**config.mk**
```make
export PLATFORM = sky130hd
export DESIGN_NAME = yuv422_conv_seq
export DESIGN_NICKNAME = d
export VERILOG_FILES = /design/src/rtl/yuv422_conv_seq.sv
export SDC_FILE = /design/constraint.sdc
export NUM_CORES = 1
export LEC_CHECK = 0
export BUFFER_PORTS_ARGS = -buffer_cell sky130_fd_sc_hd__buf_2
export CORE_MARGIN = 4
export CORE_UTILIZATION = 45
export CTS_CLUSTER_SIZE = 28
export DETAILED_ROUTE_END_ITERATION = 6
export GPL_ROUTABILITY_DRIVEN = 0
export PLACE_DENSITY = 0.71
export SYNTH_ARGS = -nofsm -noshare
export SYNTH_HDL_FRONTEND = slang
export SYNTH_SLANG_ARGS = --single-unit
```
**constraint.sdc**
```tcl
create_clock -name clk -period 3.3 [get_ports clk]
set_input_delay 0.33 -clock clk [delete_from_list [all_inputs] [get_ports clk]]
set_output_delay 0.33 -clock clk [all_outputs]
set_load 0.01 [all_outputs]
```
**src/rtl/yuv422_conv_seq.sv**
```systemverilog
// YUYV-to-RGB job sequencer: reads packed 4:2:2 words, feeds an external
// converter one pixel at a time and writes RGB pixels to destination memory.
module yuv422_conv_seq (
    input  logic        clk,
    input  logic        rst_n,
    input  logic        start,
    input  logic [15:0] num_pixels,
    input  logic [15:0] src_base,
    input  logic [15:0] dst_base,
    input  logic        abort,
    output logic        busy,
    output logic        done,
    output logic        err,
    output logic        src_rd,
    output logic [15:0] src_addr,
    input  logic [31:0] src_rdata,
    output logic        conv_start,
    output logic [7:0]  conv_y,
    output logic [7:0]  conv_u,
    output logic [7:0]  conv_v,
    input  logic        conv_ready,
    input  logic [7:0]  conv_r,
    input  logic [7:0]  conv_g,
    input  logic [7:0]  conv_b,
    output logic        dst_wr,
    output logic [15:0] dst_addr,
    output logic [23:0] dst_wdata,
    input  logic        dst_ready
);

    typedef enum logic [3:0] {
        IDLE, RD, RDW, CONV0, WAIT0, WR0, CONV1, WAIT1, WR1, DONE
    } state_t;

    state_t      state;
    logic [14:0] words;
    logic [14:0] idx;
    logic [15:0] sbase;
    logic [15:0] dbase;
    logic [7:0]  y1;
    logic [14:0] idx_nxt;
    logic        job_ok;

    // 15-bit index: a full 0xFFFE-pixel job needs at most 0x7FFF words
    assign idx_nxt = idx + 15'd1;
    assign job_ok  = (num_pixels != 16'd0) && !num_pixels[0];

    always_ff @(posedge clk or negedge rst_n) begin
        if (!rst_n) begin
            state      <= IDLE;
            words      <= '0;
            idx        <= '0;
            sbase      <= '0;
            dbase      <= '0;
            y1         <= '0;
            busy       <= 1'b0;
            done       <= 1'b0;
            err        <= 1'b0;
            src_rd     <= 1'b0;
            src_addr   <= '0;
            conv_start <= 1'b0;
            conv_y     <= '0;
            conv_u     <= '0;
            conv_v     <= '0;
            dst_wr     <= 1'b0;
            dst_addr   <= '0;
            dst_wdata  <= '0;
        end else begin
            done <= 1'b0;
            err  <= 1'b0;
            if (abort && state != IDLE) begin
                state      <= IDLE;
                busy       <= 1'b0;
                src_rd     <= 1'b0;
                conv_start <= 1'b0;
                dst_wr     <= 1'b0;
            end else begin
                unique case (state)
                    IDLE: begin
                        if (start) begin
                            if (job_ok) begin
                                words    <= num_pixels[15:1];
                                sbase    <= src_base;
                                dbase    <= dst_base;
                                idx      <= '0;
                                busy     <= 1'b1;
                                src_rd   <= 1'b1;
                                src_addr <= src_base;
                                state    <= RD;
                            end else begin
                                err <= 1'b1;
                            end
                        end
                    end
                    RD: begin
                        src_rd <= 1'b0;
                        state  <= RDW;
                    end
                    RDW: begin
                        y1         <= src_rdata[23:16];
                        conv_y     <= src_rdata[7:0];
                        conv_u     <= src_rdata[15:8];
                        conv_v     <= src_rdata[31:24];
                        conv_start <= 1'b1;
                        state      <= CONV0;
                    end
                    CONV0: begin
                        conv_start <= 1'b0;
                        state      <= WAIT0;
                    end
                    WAIT0: begin
                        if (conv_ready) begin
                            dst_wdata <= {conv_r, conv_g, conv_b};
                            dst_addr  <= dbase + {idx, 1'b0};
                            dst_wr    <= 1'b1;
                            state     <= WR0;
                        end
                    end
                    WR0: begin
                        if (dst_ready) begin
                            dst_wr     <= 1'b0;
                            conv_y     <= y1;
                            conv_start <= 1'b1;
                            state      <= CONV1;
                        end
                    end
                    CONV1: begin
                        conv_start <= 1'b0;
                        state      <= WAIT1;
                    end
                    WAIT1: begin
                        if (conv_ready) begin
                            dst_wdata <= {conv_r, conv_g, conv_b};
                            dst_addr  <= dbase + {idx, 1'b1};
                            dst_wr    <= 1'b1;
                            state     <= WR1;
                        end
                    end
                    WR1: begin
                        if (dst_ready) begin
                            dst_wr <= 1'b0;
                            if (idx_nxt < words) begin
                                idx      <= idx_nxt;
                                src_rd   <= 1'b1;
                                src_addr <= sbase + {1'b0, idx_nxt};
                                state    <= RD;
                            end else begin
                                done  <= 1'b1;
                                state <= DONE;
                            end
                        end
                    end
                    DONE: begin
                        busy  <= 1'b0;
                        state <= IDLE;
                    end
                    default: begin
                        busy  <= 1'b0;
                        state <= IDLE;
                    end
                endcase
            end
        end
    end

endmodule

```
=== Word level (Yosys, flattened, before mapping) ===
Cells that the tools add are included.

* $add $sub $neg: 4
* Multiply operators: 0
* Div/mod/pow operators: 0
* $lt $le $gt $ge: 1
* Eq/ne operators: 25
* Shifts and indexed selects: 0
* Mux-type cells: 47
* Bitwise logic cells: 1
* Reduce and logical (&&, ||, !) cells: 27

{| class="wikitable"
|+ Operators with widths
! operator !! count
|-
| $mux 16 || 6
|-
| $pmux 16 s2 || 2
|-
| $mux 15 || 4
|-
| $pmux 4 s9 || 1
|-
| $add 16x16->16 || 2
|-
| $mux 4 || 8
|-
| $pmux 15 s2 || 1
|-
| $ne 3x3->1 const B || 7
|-
| $mux 1 || 19
|-
| $add 16x15->16 || 1
|-
| $eq 4x3->1 const B || 4
|-
| $pmux 8 s2 || 1
|-
| $reduce_bool 16->1 || 1
|-
| $add 15x1->15 const B || 1
|-
| $lt 15x15->1 || 1
|-
| $ne 2x2->1 const B || 7
|-
| $reduce_and 3->1 || 4
|-
| $reduce_and 6->1 || 2
|-
| $reduce_bool 4->1 || 3
|-
| $eq 4x2->1 const B || 2
|-
| $mux 8 || 1
|-
| $reduce_and 4->1 || 2
|-
| $reduce_or 8->1 || 1
|-
| $ne 3x1->1 const B || 2
|-
| 14 further kinds || 22
|}

* Register bits: 160
* Bits in latches: 0
* RAM bits: 0
* ROM bits: 0
* Output and inout port bits: 86
* Memories: 0

=== Depth between registers and ports, before layout ===
* Depth in word-level cells: 6
* Gate-level depth with buffers: 13
* Depth with buffers taken out: 12

=== Least setup slack after synthesis ===
OpenSTA, ideal clock, no wires.

* Path kind: register to register
* Start: reg idx[0]
* End: reg src_addr[10]
* Setup time: 0.125 ns
* Data arrival time: 2.970 ns
* Required time: 3.175 ns
* Setup slack: 0.205 ns
* Stages on the path, launching flop included: 14
* Clock period less this slack: 3.095 ns
* Cell sequence: dfrtp_1 > ha_1 > nand3_1 > nor4_1 > and4_1 > xor2_1 > ha_1 > a21oi_1 > o21ai_0 > nor3_1 > nor2_2 > nand2_1 > buf_4 > mux2_4

* Cells in the longest elaborated chain, start to end: 5
* Elaborated cells on any way between the ends: 8

{| class="wikitable"
|+ Ends and longest elaborated chain
! item !! RTL line !! RTL
|-
| start, declared || 37 || <nowiki>logic [14:0] idx;</nowiki>
|-
| start signal, assigned || 143 || <nowiki>idx <= idx_nxt;</nowiki>
|-
| $add 15x1->15 * || 45 || <nowiki>assign idx_nxt = idx + 15'd1;</nowiki>
|-
| $add 16x15->16 || 145 || <nowiki>src_addr <= sbase + {1'b0, idx_nxt};</nowiki>
|-
| $mux 16 || 142 || <nowiki>if (idx_nxt < words) begin</nowiki>
|-
| $mux 16 || 140 || <nowiki>if (dst_ready) begin</nowiki>
|-
| $pmux 16 s2 || 78 || <nowiki>unique case (state)</nowiki>
|-
| end signal, assigned || 88 || <nowiki>src_addr <= src_base;</nowiki>
|-
| end signal, assigned || 145 ||
|-
| end, declared || 15 || <nowiki>output logic [15:0] src_addr,</nowiki>
|}

Every way passes the cells marked *; elsewhere a longest branch is shown, timed or not. The select of a mux whose other input is x is not followed.
A chain may end at the register's enable or synchronous reset.

=== Final worst setup path ===
* Start: reg idx[1]
* End: reg src_addr[7]

The elaborated chain is that of the path after synthesis.

==> impl_metrics.env <==
export IMPL_run_status="finished, final reports clean"
export IMPL_peakVddDrop_v=0.000387
export IMPL_antenna_found_initial=1
export IMPL_async_reset_ff_frac=1.00
export IMPL_critPathMaxFanout=18
export IMPL_drt_total_wl_mm=23.1
export IMPL_syn2layout_area_growth_pct=23.2
export IMPL_first_iter_violations=528
export IMPL_synth_cell_types=75
export IMPL_period_share=0.955
export IMPL_p_leak_nw=5.41
export IMPL_synthesis_area_um2=8870
export IMPL_grt_pass1_vias=7295
export IMPL_io_pins=196
export IMPL_drc=0
export IMPL_timing_critical_path_mode_cell="ha_1"
export IMPL_worstPathRequired_ns=3.62
export IMPL_p_sw_frac=0.368
export IMPL_syn_inst=905
export IMPL_synthFlopType="dfrtp_1"
export IMPL_grt_pass1_wl_mm=36.7
export IMPL_diodes=0
export IMPL_post_place_cells=1353
export IMPL_num_rows=51
export IMPL_end_kind="register"
export IMPL_worstPathCellList="ha_1 -> nand3_1 -> buf_4 -> nor3_2 -> and3_1 -> xor2_1 -> ha_1 -> a21oi_2 -> o21a_1 -> o211ai_1 -> nand2_1 -> buf_12 -> mux2_1"
export IMPL_startpoint="idx[1]"
export IMPL_comb_power_share=0.366
export IMPL_ys_warn_count=0
export IMPL_die_area_um2=22000
export IMPL_path_buf_inv=2
export IMPL_crit_slowest_cell="dfrtp_1"
export IMPL_avgSynthCellArea_um2=9.80
export IMPL_worst_pin_slew_ns=0.652
export IMPL_viasPerCell=5.37
export IMPL_grt_usage=0.208
export IMPL_crit_cells=13
export IMPL_port_buffer_count=195
export IMPL_cts_tree="yes"
export IMPL_slew_headroom=0.565
export IMPL_sequentialPowerShare=0.386
export IMPL_die_w_um=148
export IMPL_path_class="reg2reg"
export IMPL_max_freq_mhz=317
export IMPL_hold_path_class="in2reg"
export IMPL_syn_nets=1062
export IMPL_fin_crit_ns=3.15
export IMPL_num_vias=7455
export IMPL_critPathTopFamily="simple AND/OR/NAND/NOR gates"
export IMPL_clockBufferDepth=2
export IMPL_drive_gt1_frac=0.291
export IMPL_die_h_um=148
export IMPL_setup_tns_ns=0
export IMPL_powerDensity_nw_per_um2=781
export IMPL_core_area_um2=19400
export IMPL_setup_viol_count_final=0
export IMPL_place_ws_ns=0.0211
export IMPL_power_switching_mw=3.14
export IMPL_instances_no_fill=1387
export IMPL_reg2reg_slack_ns=0.15
export IMPL_path_clk_slew_ns=0.07
export IMPL_firstDrtPassIters=5
export IMPL_arrival_ns=3.47
export IMPL_intPower_mw=5.40
export IMPL_maxCapViolations=0
export IMPL_clkPwrFrac=0.248
export IMPL_startpoint_type="register"
export IMPL_grt_max_degree=71
export IMPL_hold_violations=0
export IMPL_maxSlewViolCount=0
export IMPL_clk_latency_ns=0.44
export IMPL_cts_root_buf="clkbuf_16"
export IMPL_ys_ff_latch=160
export IMPL_grt_overflow=0
export IMPL_endpoint="src_addr[7]"
export IMPL_cts_buffers=17
export IMPL_rr_startpoint="idx[1]"
export IMPL_layout_commonest_cell="buf_2"
export IMPL_fin_util=0.564
export IMPL_slowest_delay_ns=0.35
export IMPL_dp_hpwl_mm=16.9
export IMPL_layout_nets=1266
export IMPL_timing_rr_end="src_addr[7]"
export IMPL_clock_sinks=160
export IMPL_reg2reg_depth=13
export IMPL_synth_edf_count=0
export IMPL_yosysSeqAreaShare=0.451
export IMPL_ant_nets=0
export IMPL_finalClockSkew_ns=0.00789
export IMPL_final_cell_mix="buf_2, nand2_1, dfrtp_1"
export IMPL_start_util=0.457
export IMPL_htree_levels=4
export IMPL_layout_setup_ws_ns=0.148
export IMPL_wl_per_cell_um=16.7
[layer usage]
layer	vias up	part of all wire	track usage	wire, um
met1	3609	0.44	0.272	10100
met5	-	0.00056	0	13
met4	2	0.023	0.0716	542
met3	39	0.055	0.0430	1270
li1	3588	-	-	-
met2	217	0.48	0.346	11200
[Yosys cell counts, types with 6 or more instances]
cell type  instances  area share
clkbuf_1          23      0.0097
mux2_2            35       0.044
mux2i_1           15       0.017
nand3_1           20       0.011
nand4_1            7      0.0049
a211oi_1           7      0.0059
mux2_1            26       0.033
and3_1             8      0.0056
xnor2_1           18       0.018
nor4_1             7      0.0049
a21o_1             8      0.0068
buf_2              8      0.0045
o21a_1             7      0.0059
nor3_1            12      0.0068
inv_1             31       0.013
ha_1              44       0.062
o21ai_1           10      0.0056
xor2_1            19       0.019
o21ai_0           66       0.037
dfrtp_1          160        0.45
o22ai_1            6      0.0042
o211ai_1           7      0.0059
nand2_1          188       0.080
nor2_1            40       0.017
a21oi_1           42       0.024
[worst reg2reg max path: stages (launching register included)]
cell      delay, ns
dfrtp_1        0.35
ha_1           0.18
nand3_1        0.15
buf_4          0.20
nor3_2         0.22
and3_1         0.26
xor2_1         0.24
ha_1           0.33
a21oi_2        0.18
o21a_1         0.15
o211ai_1       0.11
nand2_1        0.15
buf_12         0.19
mux2_1         0.34
[state kept, by name, indices dropped and copies added (netlist names)]
name	flops
dst_wdata	24
dbase	16
dst_addr	16
sbase	16
src_addr	16
idx	15
words	15
conv_u	8
conv_v	8
conv_y	8
y1	8
state	4
busy	1
conv_start	1
done	1
dst_wr	1
err	1
src_rd	1
[per-stage QoR]
stage	cell area, um2	power (mW)	hold slack [ns]
global placement	10200	6.36	0.388
finish	10900	8.54	0.0826
global route	10900	9.13	0.0835
detailed placement	10200	6.46	0.398
CTS	10900	8.60	0.0762
floorplan	8870	5.32	0.0344
[worst min path at each step]
| stage | startpoint | endpoint | slack, ns | depth (start not counted) |
|---|---|---|---|---|
| final | dst_base[8] | dbase[8] | 0.08 | 3 |
| after global placement | rst_n | words[1] | 0.39 | 1 |
| after global routing | dst_base[12] | dbase[12] | 0.08 | 3 |
| after floorplan | rst_n | busy | 0.03 | 0 |
| after detailed placement | rst_n | dst_addr[2] | 0.40 | 1 |
| after CTS | dst_base[8] | dbase[8] | 0.08 | 3 |
[final cells by class]
class | instances | area (um2)
Timing Repair Buffer | 224 | 1230
Clock inverter | 15 | 193
Sequential cell | 160 | 4010
Inverter | 31 | 116
Clock buffer | 17 | 425
Tap cell | 265 | 332
Multi-Input combinational cell | 675 | 4640
Fill cell | 1793 | 8460
[kinds of logic (layout without fill, tap and decap cells)]
family | count (synthesis) | in the layout | share of synthesized area
and+or+nand+nor | 312 | 312 | 0.163
AOI/OAI and AO/OA | 200 | 200 | 0.146
DFF | 160 | 160 | 0.451
muxes | 79 | 79 | 0.0994
buffers and inverters | 70 | 287 | 0.0350
adders and majority gates | 47 | 47 | 0.0688
xor gates and xnor gates | 37 | 37 | 0.0365
[power groups by stage]
stage	logic (mW)	clock network (mW)	registers (mW)
after floorplan	1.88	0	3.45
after global placement	3.05	0	3.31
after detailed placement	3.13	0	3.33
after CTS	3.15	2.14	3.30
after global routing	3.50	2.22	3.41
final	3.12	2.12	3.30
[what timing repair did]
item,CTS,global route
cloned,0,0
pin swaps,1,1
setup buffers,1,0
hold buffers,1,0
resized for setup,1,16
hold endpoints to repair,68,0
setup endpoints to repair,1,30
Note: power is estimated with default switching activity, not from simulation.
